### config.mk
export PLATFORM = sky130hd
export DESIGN_NAME = mem_arbiter_flat
export DESIGN_NICKNAME = d
export VERILOG_FILES = /design/src/rtl/mem_arb_pkg.sv /design/src/rtl/mem_arb_if.sv /design/src/rtl/mem_arb_priority.sv /design/src/rtl/mem_arbiter.sv /design/src/flat_wrapper.sv
export SDC_FILE = /design/constraint.sdc
export NUM_CORES = 1
export LEC_CHECK = 0
export ABC_CLOCK_PERIOD_IN_PS = 4640
export CAP_MARGIN = 20
export CORE_AREA = 2 2 289 291
export CTS_BUF_LIST = sky130_fd_sc_hd__clkbuf_8
export CTS_CLUSTER_SIZE = 20
export DETAILED_ROUTE_END_ITERATION = 7
export DIE_AREA = 0 0 291 293
export PLACE_DENSITY = 0.41
export SLEW_MARGIN = 20
export SYNTH_ARGS = -nofsm -noshare
export SYNTH_HDL_FRONTEND = slang
export SYNTH_SLANG_ARGS = --single-unit
export TNS_END_PERCENT = 100
### constraint.sdc
create_clock -name clk -period 4.64 [get_ports clk]
set_clock_uncertainty 0.1 [all_clocks]
set_input_delay 0.928 -clock clk [delete_from_list [all_inputs] [get_ports clk]]
set_output_delay 0.928 -clock clk [all_outputs]
set_load 0.05 [all_outputs]
### src/rtl/mem_arb_pkg.sv
// rtl/mem_arb_pkg.sv - shared state encoding and tag constants for the memory arbiter
package mem_arb_pkg;

    typedef enum logic [1:0] {
        IDLE  = 2'd0,
        ISSUE = 2'd1,
        WAIT  = 2'd2
    } arb_state_t;

    localparam logic TAG_IC = 1'b0;
    localparam logic TAG_DC = 1'b1;

endpackage

### src/rtl/mem_arb_if.sv
// rtl/mem_arb_if.sv - icache/dcache/memory request-response bundle around the arbiter
interface mem_arb_if #(
    parameter int ADDR_W = 32,
    parameter int LINE_W = 128
);

    logic              ic_req_valid;
    logic              ic_req_ready;
    logic [ADDR_W-1:0] ic_req_addr;
    logic              ic_resp_valid;
    logic [LINE_W-1:0] ic_resp_data;

    logic              dc_req_valid;
    logic              dc_req_ready;
    logic              dc_req_rw;
    logic [ADDR_W-1:0] dc_req_addr;
    logic [LINE_W-1:0] dc_req_data;
    logic              dc_resp_valid;
    logic [LINE_W-1:0] dc_resp_data;

    logic              mem_req_valid;
    logic              mem_req_ready;
    logic              mem_req_rw;
    logic [ADDR_W-1:0] mem_req_addr;
    logic [LINE_W-1:0] mem_req_data;
    logic              mem_req_tag;
    logic              mem_resp_valid;
    logic              mem_resp_tag;
    logic [LINE_W-1:0] mem_resp_data;

    // Arbiter view
    modport slave (
        input  ic_req_valid, ic_req_addr,
        output ic_req_ready, ic_resp_valid, ic_resp_data,
        input  dc_req_valid, dc_req_rw, dc_req_addr, dc_req_data,
        output dc_req_ready, dc_resp_valid, dc_resp_data,
        output mem_req_valid, mem_req_rw, mem_req_addr, mem_req_data, mem_req_tag,
        input  mem_req_ready, mem_resp_valid, mem_resp_tag, mem_resp_data
    );

    // Caches plus memory model view
    modport master (
        output ic_req_valid, ic_req_addr,
        input  ic_req_ready, ic_resp_valid, ic_resp_data,
        output dc_req_valid, dc_req_rw, dc_req_addr, dc_req_data,
        input  dc_req_ready, dc_resp_valid, dc_resp_data,
        input  mem_req_valid, mem_req_rw, mem_req_addr, mem_req_data, mem_req_tag,
        output mem_req_ready, mem_resp_valid, mem_resp_tag, mem_resp_data
    );

endinterface

### src/rtl/mem_arb_priority.sv
// rtl/mem_arb_priority.sv - dcache-first grant with a bounded icache starvation counter
module mem_arb_priority
    import mem_arb_pkg::*;
#(
    parameter int MAX_WAIT = 4
) (
    input  logic clk,
    input  logic reset,
    input  logic arb_en,
    input  logic ic_valid,
    input  logic dc_valid,
    output logic grant_ic,
    output logic grant_dc
);

    localparam logic [3:0] MAX_CNT = 4'(MAX_WAIT);

    logic [3:0] starve_cnt;
    logic       ic_acc;
    logic       dc_acc;

    // Once icache has lost MAX_WAIT times in a row it takes the next slot
    always_comb begin
        grant_dc = dc_valid && (!ic_valid || (starve_cnt != MAX_CNT));
        grant_ic = ic_valid && !grant_dc;
    end

    assign ic_acc = arb_en && grant_ic;
    assign dc_acc = arb_en && grant_dc;

    always_ff @(posedge clk) begin
        if (!reset) begin
            starve_cnt <= 4'd0;
        end else if (ic_acc) begin
            starve_cnt <= 4'd0;
        end else if (dc_acc && ic_valid && (starve_cnt != MAX_CNT)) begin
            starve_cnt <= starve_cnt + 4'd1;
        end
    end

endmodule

### src/rtl/mem_arbiter.sv
// rtl/mem_arbiter.sv - single-outstanding icache/dcache arbiter onto the backing memory port
module mem_arbiter
    import mem_arb_pkg::*;
#(
    parameter int ADDR_W   = 32,
    parameter int LINE_W   = 128,
    parameter int MAX_WAIT = 4
) (
    input  logic     clk,
    input  logic     reset,
    mem_arb_if.slave bus
);

    arb_state_t        state;
    arb_state_t        state_nxt;

    logic              arb_en;
    logic              grant_ic;
    logic              grant_dc;
    logic              ic_acc;
    logic              dc_acc;
    logic              resp_hit;
    logic              req_valid;

    logic              h_rw;
    logic [ADDR_W-1:0] h_addr;
    logic [LINE_W-1:0] h_data;
    logic              h_tag;

    logic              ic_resp_valid_q;
    logic              dc_resp_valid_q;
    logic [LINE_W-1:0] ic_resp_data_q;
    logic [LINE_W-1:0] dc_resp_data_q;

    // Readies are gated by reset so nothing is accepted while reset is held
    assign arb_en = reset && (state == IDLE);
    assign ic_acc = arb_en && grant_ic;
    assign dc_acc = arb_en && grant_dc;

    mem_arb_priority #(
        .MAX_WAIT (MAX_WAIT)
    ) u_priority (
        .clk      (clk),
        .reset    (reset),
        .arb_en   (arb_en),
        .ic_valid (bus.ic_req_valid),
        .dc_valid (bus.dc_req_valid),
        .grant_ic (grant_ic),
        .grant_dc (grant_dc)
    );

    always_ff @(posedge clk) begin
        if (!reset) begin
            state <= IDLE;
        end else begin
            state <= state_nxt;
        end
    end

    always_comb begin
        state_nxt = state;
        req_valid = 1'b0;
        resp_hit  = 1'b0;
        case (state)
            IDLE: begin
                if (ic_acc || dc_acc) begin
                    state_nxt = ISSUE;
                end
            end
            ISSUE: begin
                req_valid = 1'b1;
                if (bus.mem_req_ready) begin
                    state_nxt = h_rw ? IDLE : WAIT;
                end
            end
            WAIT: begin
                // Responses carrying the other requester's tag are dropped
                resp_hit = bus.mem_resp_valid && (bus.mem_resp_tag == h_tag);
                if (resp_hit) begin
                    state_nxt = IDLE;
                end
            end
            default: begin
                state_nxt = IDLE;
            end
        endcase
    end

    always_ff @(posedge clk) begin
        if (!reset) begin
            h_rw   <= 1'b0;
            h_addr <= '0;
            h_data <= '0;
            h_tag  <= TAG_IC;
        end else if (ic_acc) begin
            h_rw   <= 1'b0;
            h_addr <= bus.ic_req_addr;
            h_data <= '0;
            h_tag  <= TAG_IC;
        end else if (dc_acc) begin
            h_rw   <= bus.dc_req_rw;
            h_addr <= bus.dc_req_addr;
            h_data <= bus.dc_req_data;
            h_tag  <= TAG_DC;
        end
    end

    always_ff @(posedge clk) begin
        if (!reset) begin
            ic_resp_valid_q <= 1'b0;
            dc_resp_valid_q <= 1'b0;
            ic_resp_data_q  <= '0;
            dc_resp_data_q  <= '0;
        end else begin
            ic_resp_valid_q <= resp_hit && (h_tag == TAG_IC);
            dc_resp_valid_q <= resp_hit && (h_tag == TAG_DC);
            if (resp_hit && (h_tag == TAG_IC)) begin
                ic_resp_data_q <= bus.mem_resp_data;
            end
            if (resp_hit && (h_tag == TAG_DC)) begin
                dc_resp_data_q <= bus.mem_resp_data;
            end
        end
    end

    assign bus.ic_req_ready  = ic_acc;
    assign bus.dc_req_ready  = dc_acc;
    assign bus.ic_resp_valid = ic_resp_valid_q;
    assign bus.ic_resp_data  = ic_resp_data_q;
    assign bus.dc_resp_valid = dc_resp_valid_q;
    assign bus.dc_resp_data  = dc_resp_data_q;

    assign bus.mem_req_valid = req_valid;
    assign bus.mem_req_rw    = h_rw;
    assign bus.mem_req_addr  = h_addr;
    assign bus.mem_req_data  = h_data;
    assign bus.mem_req_tag   = h_tag;

endmodule

### src/flat_wrapper.sv
// flat-port wrapper written by rule: the top's interface ports become plain ports
module mem_arbiter_flat import mem_arb_pkg::*;
#(
    parameter int ADDR_W   = 32,
    parameter int LINE_W   = 128,
    parameter int MAX_WAIT = 4
)
  (clk, reset, bus_ic_req_valid, bus_ic_req_addr, bus_ic_req_ready, bus_ic_resp_valid, bus_ic_resp_data, bus_dc_req_valid, bus_dc_req_rw, bus_dc_req_addr, bus_dc_req_data, bus_dc_req_ready, bus_dc_resp_valid, bus_dc_resp_data, bus_mem_req_valid, bus_mem_req_rw, bus_mem_req_addr, bus_mem_req_data, bus_mem_req_tag, bus_mem_req_ready, bus_mem_resp_valid, bus_mem_resp_tag, bus_mem_resp_data);
  mem_arb_if #(.ADDR_W(ADDR_W), .LINE_W(LINE_W)) bus_i ();
  input  logic clk;
  input  logic reset;
  input wire logic [$bits(bus_i.ic_req_valid)-1:0] bus_ic_req_valid;
  input wire logic [$bits(bus_i.ic_req_addr)-1:0] bus_ic_req_addr;
  output wire logic [$bits(bus_i.ic_req_ready)-1:0] bus_ic_req_ready;
  output wire logic [$bits(bus_i.ic_resp_valid)-1:0] bus_ic_resp_valid;
  output wire logic [$bits(bus_i.ic_resp_data)-1:0] bus_ic_resp_data;
  input wire logic [$bits(bus_i.dc_req_valid)-1:0] bus_dc_req_valid;
  input wire logic [$bits(bus_i.dc_req_rw)-1:0] bus_dc_req_rw;
  input wire logic [$bits(bus_i.dc_req_addr)-1:0] bus_dc_req_addr;
  input wire logic [$bits(bus_i.dc_req_data)-1:0] bus_dc_req_data;
  output wire logic [$bits(bus_i.dc_req_ready)-1:0] bus_dc_req_ready;
  output wire logic [$bits(bus_i.dc_resp_valid)-1:0] bus_dc_resp_valid;
  output wire logic [$bits(bus_i.dc_resp_data)-1:0] bus_dc_resp_data;
  output wire logic [$bits(bus_i.mem_req_valid)-1:0] bus_mem_req_valid;
  output wire logic [$bits(bus_i.mem_req_rw)-1:0] bus_mem_req_rw;
  output wire logic [$bits(bus_i.mem_req_addr)-1:0] bus_mem_req_addr;
  output wire logic [$bits(bus_i.mem_req_data)-1:0] bus_mem_req_data;
  output wire logic [$bits(bus_i.mem_req_tag)-1:0] bus_mem_req_tag;
  input wire logic [$bits(bus_i.mem_req_ready)-1:0] bus_mem_req_ready;
  input wire logic [$bits(bus_i.mem_resp_valid)-1:0] bus_mem_resp_valid;
  input wire logic [$bits(bus_i.mem_resp_tag)-1:0] bus_mem_resp_tag;
  input wire logic [$bits(bus_i.mem_resp_data)-1:0] bus_mem_resp_data;
  assign bus_i.ic_req_valid = bus_ic_req_valid;
  assign bus_i.ic_req_addr = bus_ic_req_addr;
  assign bus_ic_req_ready = bus_i.ic_req_ready;
  assign bus_ic_resp_valid = bus_i.ic_resp_valid;
  assign bus_ic_resp_data = bus_i.ic_resp_data;
  assign bus_i.dc_req_valid = bus_dc_req_valid;
  assign bus_i.dc_req_rw = bus_dc_req_rw;
  assign bus_i.dc_req_addr = bus_dc_req_addr;
  assign bus_i.dc_req_data = bus_dc_req_data;
  assign bus_dc_req_ready = bus_i.dc_req_ready;
  assign bus_dc_resp_valid = bus_i.dc_resp_valid;
  assign bus_dc_resp_data = bus_i.dc_resp_data;
  assign bus_mem_req_valid = bus_i.mem_req_valid;
  assign bus_mem_req_rw = bus_i.mem_req_rw;
  assign bus_mem_req_addr = bus_i.mem_req_addr;
  assign bus_mem_req_data = bus_i.mem_req_data;
  assign bus_mem_req_tag = bus_i.mem_req_tag;
  assign bus_i.mem_req_ready = bus_mem_req_ready;
  assign bus_i.mem_resp_valid = bus_mem_resp_valid;
  assign bus_i.mem_resp_tag = bus_mem_resp_tag;
  assign bus_i.mem_resp_data = bus_mem_resp_data;
  mem_arbiter #(.ADDR_W(ADDR_W), .LINE_W(LINE_W), .MAX_WAIT(MAX_WAIT)) u_core (.clk(clk), .reset(reset), .bus(bus_i));
endmodule
; After elaboration in Yosys (flattened, before gate mapping)
; Cells that the tools add are included.
[totals]
out_inout_bits = 423
in_bits = 328
ff_bits = 426
[classes]
n_bitwise = 2
n_eq_ne = 7
reduce_logical = 18
mux = 9
n_addsub = 1
[ops]
columns = operator, count
row1 = two-way mux 32 bit, 2
row2 = logical AND 1 bit, 10
row3 = two-way mux 2 bit, 4
row4 = one-hot mux 2 bit (3 select lines), 1
row5 = adder 4 x 1 -> 4 bit (second input constant), 1
row6 = inequality test 2 bit (second input constant), 2
row7 = inequality test 4 x 3 -> 1 bit (second input constant), 1
row8 = AND reduction 3 bit, 1
row9 = equality test 2 x 1 -> 1 bit (second input constant), 1
row10 = equality test 2 bit (second input constant), 1
row11 = zero test 1 bit, 2
row12 = zero test 2 bit, 1
row13 = logical OR 1 bit, 2
row14 = two-way mux 1 bit, 2
row15 = inequality test 2 x 1 -> 1 bit (second input constant), 1
row16 = inverter 1 bit, 2
row17 = nonzero test 2 bit, 1
row18 = OR reduction 2 bit, 1
row19 = equality test 1 bit, 1

; Depth between registers and ports, before layout
; Gate-level depths: netlist of the first run.
[depth]
depth_word = 9
depth_mapped = 9
ltp_nobuf = 7

; By module
; From an unflattened synthesis of the first run, not the netlist that was laid out.
[hier_totals]
hier_cells = 1700
area_unflattened_um2 = 15701.3
[modules_own_cells]
columns = mod, cells_each, area_per_inst_um2, n_inst
row1 = mem_arbiter, 1667, 15451.1, 1
row2 = mem_arb_priority, 33, 250.2, 1

; Worst setup path before layout of the first run
; No wires, ideal clock.
[synth_path]
kind = input port to output port
from = in bus_dc_req_valid
to = out bus_dc_req_ready
stages = 4
t_required_ps = 3612
setup_slack_ps = 1607
arrival_ps = 2005
cell_sequence = buf_2 > nand4_1 > inv_2 > clkbuf_1
[synth_via]
elab_chain_len = 2
[synth_lines]
columns = item, line_no
row1 = start: declaration, flat_wrapper.sv:17  ; input wire logic [$bits(bus_i.dc_req_valid)-1:0] bus_dc_req_valid;
row2 = logical AND 1 bit, mem_arb_priority.sv:24  ; grant_dc = dc_valid && (!ic_valid || (starve_cnt != MAX_CNT));
row3 = logical AND 1 bit, mem_arbiter.sv:38  ; assign dc_acc = arb_en && grant_dc;
row4 = end: declaration, flat_wrapper.sv:21  ; output wire logic [$bits(bus_i.dc_req_ready)-1:0] bus_dc_req_ready;
; Every way passes these cells.

; Final worst setup path of the first run
[layout_path]
from = in reset
to = out bus_ic_req_ready
[layout_via]
elab_chain_len = 2
[layout_lines]
columns = item, line_no
row1 = start: declaration, flat_wrapper.sv:11  ; input logic reset;
row2 = logical AND 1 bit, mem_arbiter.sv:36  ; assign arb_en = reset && (state == IDLE);
row3 = logical AND 1 bit, mem_arbiter.sv:37  ; assign ic_acc = arb_en && grant_ic;
row4 = end: declaration, flat_wrapper.sv:14  ; output wire logic [$bits(bus_i.ic_req_ready)-1:0] bus_ic_req_ready;
; Every way passes these cells.

==> impl_results.md, run 1 <==
* Initial antenna violation count at 13
* Crit path DAT at 2.66 ns
* Post-synthesis simple-gate area fraction at a little over a fifth
* CTS Buffer Depth at 3
* Final period utilization at 79.4%
* Post-Syn Nets at 2164
* Post-Synthesis Cells at approximately 1800
* Final hold violations at 0
* Inserted Clock Buffers at 83
* Die Y at around 290 µm
* Mux contribution to synthesized area at 0%
* Final setup fails at 0
* Rows at around 110
* Slew margin rel. at around 44%
* Top cell type by total area after synthesis: dfxtp_1
* Net count, final at about 2900
* Fmax at 271 MHz
* First-pass GRT wire length at 102000 µm
* Area grow syn2layout at 69.2%
* Postcts setup bufs at 0
* Width of the die at 291 µm
* Status: complete, no violations
* Placed insts at roughly 3500
* Initial DRC Count at 833
* CTS Hold Bufs at 0
* Largest net degree at the start of global routing at roughly 160
* Main combinational cell family by area after synthesis: simple AND/OR/NAND/NOR gates
* H-tree lvl count at 3
* Unrepaired setup endpoints after global routing: false
* Worst Path Required at ~3.6 ns
* Multi-input gate area at between 0.005 and 0.006 mm²
* Syn Std Cell Area at around 0.015 mm²
* TNS Setup at 0 ns
* Clock sink total at 426
* Number of fill cells at about 8700
* Sw Pwr at 2.42 mW
* CP Capture Type: primary output
* Core ar. at 0.0818 mm²
* Number of gates resized after cts at 0
* First-pass DRT Iterations at 8
* CTS tree: yes
* Hold WC Path Type: reg -> reg
* Core Util, Final at a little under a third
* Root buffer cell: clkbuf_8
* CP max FO at 33
* Static leakage at 8.58 nW
* Power Density at between 300 and 400 mW/mm²
* Synth Area in Adders at 0.170%
* Slew Limit Fails at 0
* Fin cells at 3691
* Flop pwr share at 43.8%
* Post-synthesis sequential area ratio at 57.8%
* DR WL/cell at roughly 19 µm
* Vias in the first global route at 15000
* Die area at 0.0853 mm²
* DRT antenna net count at 0
* Starting Density at 18.0%
* Ratio of cells with drive above 1 in the final layout at approximately 5.7%
* Post-DP HPWL at 51400 µm
* RePlAce Congestion at between 0.8 and 0.9
* Area fraction in compound gates after synthesis at 15.8%
* Later-pin clock latency in the skew report at about 0.67 ns
* Clock share of power at approximately 43%
* Tmin final at 3.69 ns
* Yosys cell types at 32
* Peak supply drop at ~160 µV
* Routed WL at 71300 µm
* Post-synth top area share at about 58%
* Vias per inst at 4.11
* Flops & latches, synth at roughly 430
* Port bufs at 750
* Max_cap viols at 0
* YS warnings at 0
* Total power at 8.69 mW
* Tightest Pin Transition at 0.832 ns
* Pint at around 6.3 mW
* Switch share at 27.9%
* Routed vias at 15200
* Post-Synth XOR/XNOR Area at 0.0594%
* Clock-pin transition on the worst setup and hold timing paths at ~0.05 ns
* Crit start category: input port
* Remaining Overflow, GRT at 0
* Crit Path Class: in -> out
* Syn avg cell area at about 8.0 µm²
* Logic pwr share at 13.1%
* IO Count at ~750
* FF+latch area at 0.00853 mm²
* Most area-consuming cells after synthesis: dfxtp_1 (58%), nand2_1 (20%), a21oi_1 (13%)
* Total GRT Usage at roughly 16%
* Drc violations at 0
## power by group through the flow
| stage | registers, mW | logic (mW) | clock network (mW) |
|---|---|---|---|
| global route | 3.82 | 1.20 | 4.07 |
| detailed placement | 3.88 | 1.15 | 0 |
| CTS | 3.81 | 1.15 | 3.91 |
| floorplan | 4.19 | 0.242 | 0 |
| finish | 3.81 | 1.14 | 3.75 |
| global placement | 3.88 | 1.14 | 0 |
## Yosys cell counts (all sizes together)
cell / n
buf: 87
a2111oi: 1
nand2: 774
ha: 2
a222oi: 32
nor2: 9
nand4bb: 1
a21oi: 392
nand4b: 2
or3: 1
a32oi: 1
nand3b: 2
xnor2: 1
and3: 1
dfxtp: 426
o21ai: 1
a211oi: 1
and2: 1
nand2b: 1
nor3: 1
clkbuf: 50
o32ai: 1
or2: 2
nor2b: 1
inv: 38
nand4: 3
nand3: 2
## layout make-up
cell class	count	share of cell area [%]
multi-input combinational	1233	21.9
clock buffer	106	5.85
sequential	426	34.2
timing repair buffer	772	31.3
inverter	38	0.612
clock inverter	35	0.712
antenna	11	0.110
tap	1070	5.36
## kinds of logic (layout without fill, tap and decap cells)
logic type / Yosys count / count (layout)
DFF: 426 / 426
buffers and inverters: 175 / 951
other: 0 / 11
xor gates and xnor gates: 1 / 1
AOI/OAI and AO/OA: 429 / 429
adders and majority gates: 2 / 2
and+or+nand+nor: 801 / 801
## metal layers
metal	GRT usage [%]	routed length [µm]	vias to the layer above
met1	17.2	27300	7070
met4	7.78	3070	4
met3	5.64	5320	139
li1	-	-	7421
met5	0	27	-
met2	27.6	35500	527
## critical path, cell delays in order
cell             delay, ns
clkdlybuf4s50_1       0.78
nand4bb_4             0.20
a21oi_2               0.16
buf_4                 0.38
buf_12                0.19
## flip-flops by register name, indices dropped and copies added, names as in the netlist
| signal | count |
|---|---|
| u_core.bus.dc_resp_data | 128 |
| u_core.bus.ic_resp_data | 128 |
| u_core.bus.mem_req_data | 128 |
| u_core.bus.mem_req_addr | 32 |
| u_core.u_priority.starve_cnt | 4 |
| u_core.state | 2 |
| u_core.bus.dc_resp_valid | 1 |
| u_core.bus.ic_resp_valid | 1 |
| u_core.bus.mem_req_rw | 1 |
| u_core.bus.mem_req_tag | 1 |
## final timing paths
check / startpoint / endpoint / slack [ns] / depth (start not counted)
min: u_core.bus.ic_resp_data[116] / u_core.bus.ic_resp_data[116] / 0.35 / 2
max: reset / bus_ic_req_ready / 0.95 / 5
min reg2reg: u_core.bus.ic_resp_data[116] / u_core.bus.ic_resp_data[116] / 0.35 / 2
max reg2reg: u_core.u_priority.starve_cnt[0] / u_core.bus.mem_req_data[101] / 2.16 / 8
## through the flow
stage / cell area, µm² / hold WS (ns) / setup WS (ns)
global route: 25000 / 0.365 / 0.846
finish: 25000 / 0.351 / 0.954
detailed placement: 23300 / 0.346 / 0.968
global placement: 23300 / 0.341 / 0.984
CTS: 24900 / 0.354 / 0.962
floorplan: 14700 / 0.366 / 1.61
## cells in the final DEF (no fill, tap or decap), types with 2 or more instances in the layout
cell type / count
nand4_1: 3
nand2_1: 774
clkbuf_8: 106
ha_1: 2
buf_12: 11
clkinv_2: 2
a21oi_1: 390
nand3b_1: 2
diode_2: 11
inv_6: 3
nand3_1: 2
a222oi_1: 32
dfxtp_1: 426
buf_4: 13
nand4b_1: 2
inv_1: 63
a21oi_2: 2
nor2_1: 8
clkdlybuf4s50_1: 748
Note: power is estimated with default switching activity, not from simulation.
==> run 2: changes to the inputs <==
Settings changed: ABC_CLOCK_PERIOD_IN_PS 4640 to 3730, CORE_AREA 2 2 289 291 to 2 2 290 292, DIE_AREA 0 0 291 293 to 0 0 292 294.
Clock period 4.64 ns to 3.73 ns, I/O delays scaled along.
==> run 2 against run 1 <==
Sequential share of layout area down 0.097 points; power up 23%; sequential power up 24%; cell count up 0.43%; die area up 0.69%; global-route usage down 0.53 points; routed wire length down 2.6%; critical path type unchanged; largest power group unchanged; via count up 0.40%; register-to-register slack worse by 0.71 ns; first-iteration DRC count up 10%; combinational power up 25%.
==> impl_results.md, run 2 (synthesized netlist as in run 1, its figures left out) <==
* Status: complete, no violations (unchanged)
* Crit start category: input port (unchanged)
* Worst path max stage delay at 0.73 ns (was 0.78 ns)
* Final hold slack at 0.351 ns (about the same)
* Clock sink total at 426 (unchanged)
* Width of the die at 292 µm (was 291 µm)
* Slew Limit Fails at 0 (unchanged)
* GR Util met1 at 16.1% (was 17.2%)
* First-pass GRT wire length at 99500 µm (was 102000 µm)
* Clock-pin transition on the worst setup and hold timing paths at 0.05 ns (about the same)
* Static leakage at 8.61 nW (was 8.58 nW)
* Routed vias at 15200 (about the same)
* Final setup fails at 0 (unchanged)
* Initial DRC Count at 916 (was 833)
* Met3 Usage GRT at 6.12% (was 5.64%)
* First-pass DRT Iterations at 7 (was 8)
* CP Capture Type: primary output (unchanged)
* Max_cap viols at 0 (unchanged)
* H-tree lvl count at 3 (unchanged)
* Largest net degree at the start of global routing at 130 (was 163)
* Postcts setup bufs at 0 (unchanged)
* R2R Path Start: u_core.u_priority.starve_cnt[0] (unchanged)
* RePlAce Congestion at 0.831 (was 0.824)
* Routed WL at 69400 µm (was 71300 µm)
* Fin worst setup slack at 0.559 ns (was 0.954 ns)
* Number of fill cells at 8806 (was 8652)
* Drc violations at 0 (unchanged)
* Ratio of cells with drive above 1 in the final layout at 5.86% (was 5.71%)
* CTS tree: yes (unchanged)
* Vias per inst at 4.11 (about the same)
* CTS Hold Bufs at 0 (unchanged)
* Unrepaired setup endpoints after global routing: false (unchanged)
* GR peak layer: met2 (unchanged)
* Remaining Overflow, GRT at 0 (unchanged)
* CP max FO at 6 (was 33)
* Tmin final at 3.17 ns
* Final hold violations at 0 (unchanged)
* Root buffer cell: clkbuf_8 (unchanged)
* Core ar. at 0.0829 mm² (was 0.0818 mm²)
* Rows at 106 (was 105)
* Hold path endpoint: u_core.bus.dc_resp_data[55] (was u_core.bus.ic_resp_data[116])
* Crit path DAT at 2.33 ns (was 2.66 ns)
* Initial antenna violation count at 19 (was 13)
* Tightest Pin Transition at 0.861 ns (was 0.832 ns)
* Number of gates resized after cts at 0 (unchanged)
* CP max-delay cell: clkdlybuf4s50_1 (unchanged)
* Total GRT Usage at 15.4% (was 15.9%)
* Later-pin clock latency in the skew report at 0.66 ns (was 0.67 ns)
* Most common cell after layout, fill and taps aside: nand2_1 (unchanged)
* Slew margin rel. at 42.6% (was 44.4%)
* Hold WC Path Type: reg -> reg (unchanged)
* DR WL/cell at 18.7 µm (was 19.3 µm)
* FF+latch area at 0.00853 mm² (unchanged)
* Vias in the first global route at 15200 (was 15000)
* Core Util, Final at 30.2% (was 30.5%)
* Min-Delay Path Depth at 2 (unchanged)
* Worst Path Required at 2.88 ns (was 3.61 ns)
* Critical path, cell by cell: clkdlybuf4s50_1 -> nand4_1 -> inv_4 -> buf_12 (was clkdlybuf4s50_1 -> nand4bb_4 -> a21oi_2 -> buf_4 -> buf_12)
* Peak supply drop at 207 µV (was 156 µV)
* Fmax at roughly 320 MHz
* Placement Setup Slack at 0.524 ns (was 0.968 ns)
* CTS Buffer Depth at 3 (unchanged)
* Crit Path Class: in -> out (unchanged)
* Most frequent cells in the layout: nand2_1 (774), clkdlybuf4s50_1 (748), dfxtp_1 (426) (unchanged)
* TNS Setup at 0 ns (unchanged)
* Reg2reg end: u_core.bus.mem_req_data[66] (was u_core.bus.mem_req_data[101])
* Starting Density at 17.8% (was 18.0%)
* R2r setup slk at 1.45 ns (was 2.16 ns)
* Die area at 0.0858 mm² (was 0.0853 mm²)
* Final period utilization at between 80% and 90%
* Power Density at 427 mW/mm² (was 348 mW/mm²)
* Reg2reg path depth at 8 (unchanged)
* Min-delay src: u_core.bus.dc_resp_data[55] (was u_core.bus.ic_resp_data[116])
* IO Count at 751 (unchanged)
* Port bufs at 750 (unchanged)
* DRT antenna net count at 0 (unchanged)
* Inserted Clock Buffers at 86 (was 83)
* Grt met2 use at 26.7% (was 27.6%)
* Die Y at 294 µm (was 293 µm)
* Multi-input gate area at 0.00547 mm² (unchanged)
* Post-DP HPWL at 50700 µm (was 51400 µm)
* Net count, final at 2896 (was 2884)
* Area grow syn2layout at 69.7% (was 69.2%)
run 2: changes by cell type in the layout (fill, tap and decap cells not counted), sizes merged:
cell	delta
clkinv	+2
inv	-1
buf	+9
diode	+3
clkbuf	-7
run 2: worst max path at each step:
stage | from | end | slack (ns) | cells past startpoint
2_1_floorplan | bus_dc_req_valid | bus_dc_req_ready | 1.06 | 4
3_3_place_gp | reset | bus_dc_req_ready | 0.57 | 4
3_5_place_dp | reset | bus_dc_req_ready | 0.52 | 4
4_1_cts | u_core.bus.mem_req_tag | bus_mem_req_tag | 0.45 | 1
5_1_grt | u_core.bus.mem_req_tag | bus_mem_req_tag | 0.41 | 1
6_report | reset | bus_dc_req_ready | 0.56 | 4
run 2: final cells by class:
cell class	instances	area share, %
clock buffers	99	5.44
flip-flops and latches	426	34.1
well taps	1080	5.40
multi-input cells	1233	21.8
clock inverters	36	0.790
inverters	38	0.600
repair buffers	781	31.7
diodes	14	0.140
run 2: power breakdown:
part           internal [mW]  switching [mW]  leakage (nW)
logic                  0.595           0.830          4.26
registers               4.67          0.0647          3.45
clock network           2.40            2.12         0.901
total                   7.67            3.02          8.61
run 2: layer usage:
metal	part of all wire (%)	vias up
li1	-	7445
met1	37	7114
met2	51	511
met3	8.1	141
met4	4.1	10
met5	0.094	-
run 2: worst max-delay path, delay by kind of cell:
family | cells | cell delay, ns
buffers and inverters | 3 | 1.14
AND/OR/NAND/NOR | 1 | 0.44
run 2: per-stage QoR:
step / power [mW] / area [µm²] / instances
6_report: 10.7 / 25000 / 3707
5_1_grt: 11.2 / 25000 / 3706
2_1_floorplan: 5.51 / 14700 / 1834
3_3_place_gp: 6.25 / 23400 / 3558
4_1_cts: 10.9 / 25000 / 3693
3_5_place_dp: 6.27 / 23400 / 3558
==> run 3: changes to the inputs <==
Settings changed: CORE_AREA 2 2 290 292 to 2 2 296 298, DIE_AREA 0 0 292 294 to 0 0 298 300, SYNTH_HIERARCHICAL set to 1.
==> run 3 against run 2 <==
Setup slack lost 0.059 ns; cell count shrank 1.4%; critical path depth grew 4; critical endpoint unchanged; largest power group is now the clock network.
==> impl_results.md, run 3 <==
* Post-synth top area share at 54.3% (was 57.8%)
* Routed WL at 68600 µm (was 69400 µm)
* Most frequent cell after synthesis: nand2_1 (unchanged)
* Drc violations at 0 (unchanged)
* Remaining Overflow, GRT at 0 (unchanged)
* CTS Buffer Depth at 3 (unchanged)
* Fmax at 310 MHz (was 315 MHz)
* Final instance area at 0.0261 mm² (was 0.0250 mm²)
* Multi-input gate area at 0.00656 mm² (was 0.00547 mm²)
* Die area at 0.0894 mm² (was 0.0858 mm²)
* Most frequent cells in the layout: clkdlybuf4s50_1 (747), nand2_1 (650), dfxtp_1 (426) (was nand2_1 (774), clkdlybuf4s50_1 (748), dfxtp_1 (426))
* Uppermost layer routed: met5 (unchanged)
* First-pass GRT wire length at 99800 µm (was 99500 µm)
* DRT antenna net count at 0 (unchanged)
* Inserted Clock Buffers at 86 (unchanged)
* Status: complete, no violations (unchanged)
* Rows at 108 (was 106)
* Post-synthesis sequential area ratio at 54.3% (was 57.8%)
* Most common cell after layout, fill and taps aside: clkdlybuf4s50_1 (was nand2_1)
* CTS tree: yes (unchanged)
* Ratio of cells with drive above 1 in the final layout at 7.41% (was 5.86%)
* CP Capture Type: primary output (unchanged)
* Unrepaired setup endpoints after global routing: false (unchanged)
* Yosys cell types at 36 (was 32)
* Max_cap viols at 0 (unchanged)
* CP max FO at 9 (was 6)
* Final hold violations at 0 (unchanged)
* YS warnings at 6 (was 0)
* Area grow syn2layout at 66.4% (was 69.7%)
* Post-Synthesis Cells at 1700 (was 1834)
* Flops & latches, synth at 426 (unchanged)
* Worst Path Required at 2.88 ns (about the same)
* Post-DP HPWL at 50500 µm (was 50700 µm)
* Vias per inst at 3.96 (was 4.11)
* RePlAce Congestion at 0.845 (was 0.831)
* Number of fill cells at 9151 (was 8806)
* Routed wl met2 at 33900 µm (was 35100 µm)
* Post-Syn Nets at 2030 (was 2164)
* Ys flop type: dfxtp_1 (unchanged)
* Number of gates resized after cts at 0 (unchanged)
* Initial DRC Count at 548 (was 916)
* Tightest Pin Transition at 0.933 ns (was 0.861 ns)
* Critical path, cell by cell: inv_1 -> ha_1 -> and2b_2 -> a31oi_1 -> buf_4 -> nand4bb_4 -> inv_4 -> buf_12 (was clkdlybuf4s50_1 -> nand4_1 -> inv_4 -> buf_12)
* Root buffer cell: clkbuf_8 (unchanged)
* Most area-consuming cells after synthesis: dfxtp_1 (54%), mux2i_1 (16%), nand2_1 (16%) (was dfxtp_1 (58%), nand2_1 (20%), a21oi_1 (13%))
* Synth cell count leaders: nand2_1 (651), dfxtp_1 (426), mux2i_1 (256) (was nand2_1 (774), dfxtp_1 (426), a21oi_1 (391))
* Later-pin clock latency in the skew report at 0.68 ns (was 0.66 ns)
* Largest net degree at the start of global routing at 170 (was 130)
* Crit start category: register (was input port)
* DR WL/cell at 18.8 µm (was 18.7 µm)
* H-tree lvl count at 3 (unchanged)
* Peak supply drop at 243 µV (was 207 µV)
* Worst path max stage delay at 0.38 ns (was 0.73 ns)
* Core ar. at 0.0862 mm² (was 0.0829 mm²)
* Crit path DAT at 2.38 ns (was 2.33 ns)
* Width of the die at 298 µm (was 292 µm)
* Placement Setup Slack at 0.505 ns (was 0.524 ns)
* Total GRT Usage at 14.7% (was 15.4%)
* Final setup fails at 0 (unchanged)
* TNS Setup at 0 ns (unchanged)
* Slew margin rel. at 37.8% (was 42.6%)
* Syn avg cell area at 9.24 µm² (was 8.04 µm²)
* Metal-1 WL at 27300 µm (was 25700 µm)
* Vias in the first global route at 15000 (was 15200)
* Crit Path Class: reg -> out (was in -> out)
* CTS Hold Bufs at 0 (unchanged)
* Clock sink total at 426 (unchanged)
* Port bufs at 750 (unchanged)
* Net count, final at 2765 (was 2896)
* Top cell type by total area after synthesis: dfxtp_1 (unchanged)
* Fin worst setup slack at 0.500 ns (was 0.559 ns)
* Routed vias at 14500 (was 15200)
* Postcts setup bufs at 0 (unchanged)
* Final period utilization at 86.6% (was 85.0%)
* Static leakage at 9.97 nW (was 8.61 nW)
* Slew Limit Fails at 0 (unchanged)
* First-pass DRT Iterations at 5 (was 7)
* Tmin final at 3.23 ns (was 3.17 ns)
* FF+latch area at 0.00853 mm² (unchanged)
* Starting Density at 18.2% (was 17.8%)
* Final hold slack at 0.342 ns (was 0.351 ns)
* IO Count at 751 (unchanged)
* Placed inst area at 0.0244 mm² (was 0.0234 mm²)
* Clock-pin transition on the worst setup and hold timing paths at 0.06 ns (was 0.05 ns)
* Syn Std Cell Area at 0.0157 mm² (was 0.0147 mm²)
* Die Y at 300 µm (was 294 µm)
* Async SR Flop Fraction at 0% (unchanged)
* Hold WC Path Type: in -> reg (was reg -> reg)
* CP max-delay cell: dfxtp_1 (was clkdlybuf4s50_1)
* WL met3 at 5480 µm (was 5650 µm)
* Initial antenna violation count at 8 (was 19)
* EDFF count, synth at 0 (unchanged)
* Power Density at 421 mW/mm² (was 427 mW/mm²)
run 3: worst paths after layout:
check	from	endpoint	slack [ns]	cells after the start
worst min register to register	u_core/bus.mem_req_data[72]	u_core/bus.mem_req_data[72]	0.35	2
worst min-delay path	reset	u_core/bus.dc_resp_data[71]	0.34	3
worst max-delay path	u_core/u_priority/starve_cnt[0]	bus_dc_req_ready	0.50	8
worst max register to register	u_core/u_priority/starve_cnt[0]	u_core/bus.mem_req_addr[9]	1.18	10
run 3: cells by family (layout without fill, tap and decap cells):
logic type	Yosys count	count (layout)	synth area share, %
and+or+nand+nor	679	679	16.6
DFF	426	426	54.3
muxes	256	256	16.3
AOI/OAI and AO/OA	203	203	8.38
buffers and inverters	133	929	4.12
adders and majority gates	2	2	0.159
xor gates and xnor gates	1	1	0.0558
other	0	3	0
run 3: final cells by class:
class	instances	area share (%)
Tap cell	1155	5.53
Multi-Input combinational cell	1141	25.1
Clock inverter	44	1.00
Clock buffer	105	5.53
Timing Repair Buffer	775	30.1
Inverter	5	0.0814
Sequential cell	426	32.6
Antenna cell	3	0.0287
run 3: layer usage:
metal / GRT usage (%) / vias to the layer above
li1: - / 7095
met1: 16.6 / 6796
met2: 25.6 / 440
met3: 5.73 / 113
met4: 4.71 / 10
met5: 0 / -
run 3: where the power goes:
group	total, mW	switching, mW	internal, mW
clock	4.80	2.19	2.62
combinational	1.47	0.849	0.625
sequential	4.73	0.0667	4.66
total	11.0	3.10	7.91
run 3: critical path: cells and delay by family (launching register included):
kind / cells / cell delay [ns]
buffers and inverters: 4 / 0.59
DFF: 1 / 0.38
and+or+nand+nor: 2 / 0.35
adders and majority gates: 1 / 0.21
AOI/OAI and AO/OA: 1 / 0.20
run 3: per-stage QoR:
stage	utilization, %	power (mW)	instances
CTS	30.3	11.3	3651
global route	30.3	11.5	3654
detailed placement	28.3	6.31	3502
finish	30.3	11.0	3654
floorplan	-	5.56	1700
global placement	28.3	6.30	3502
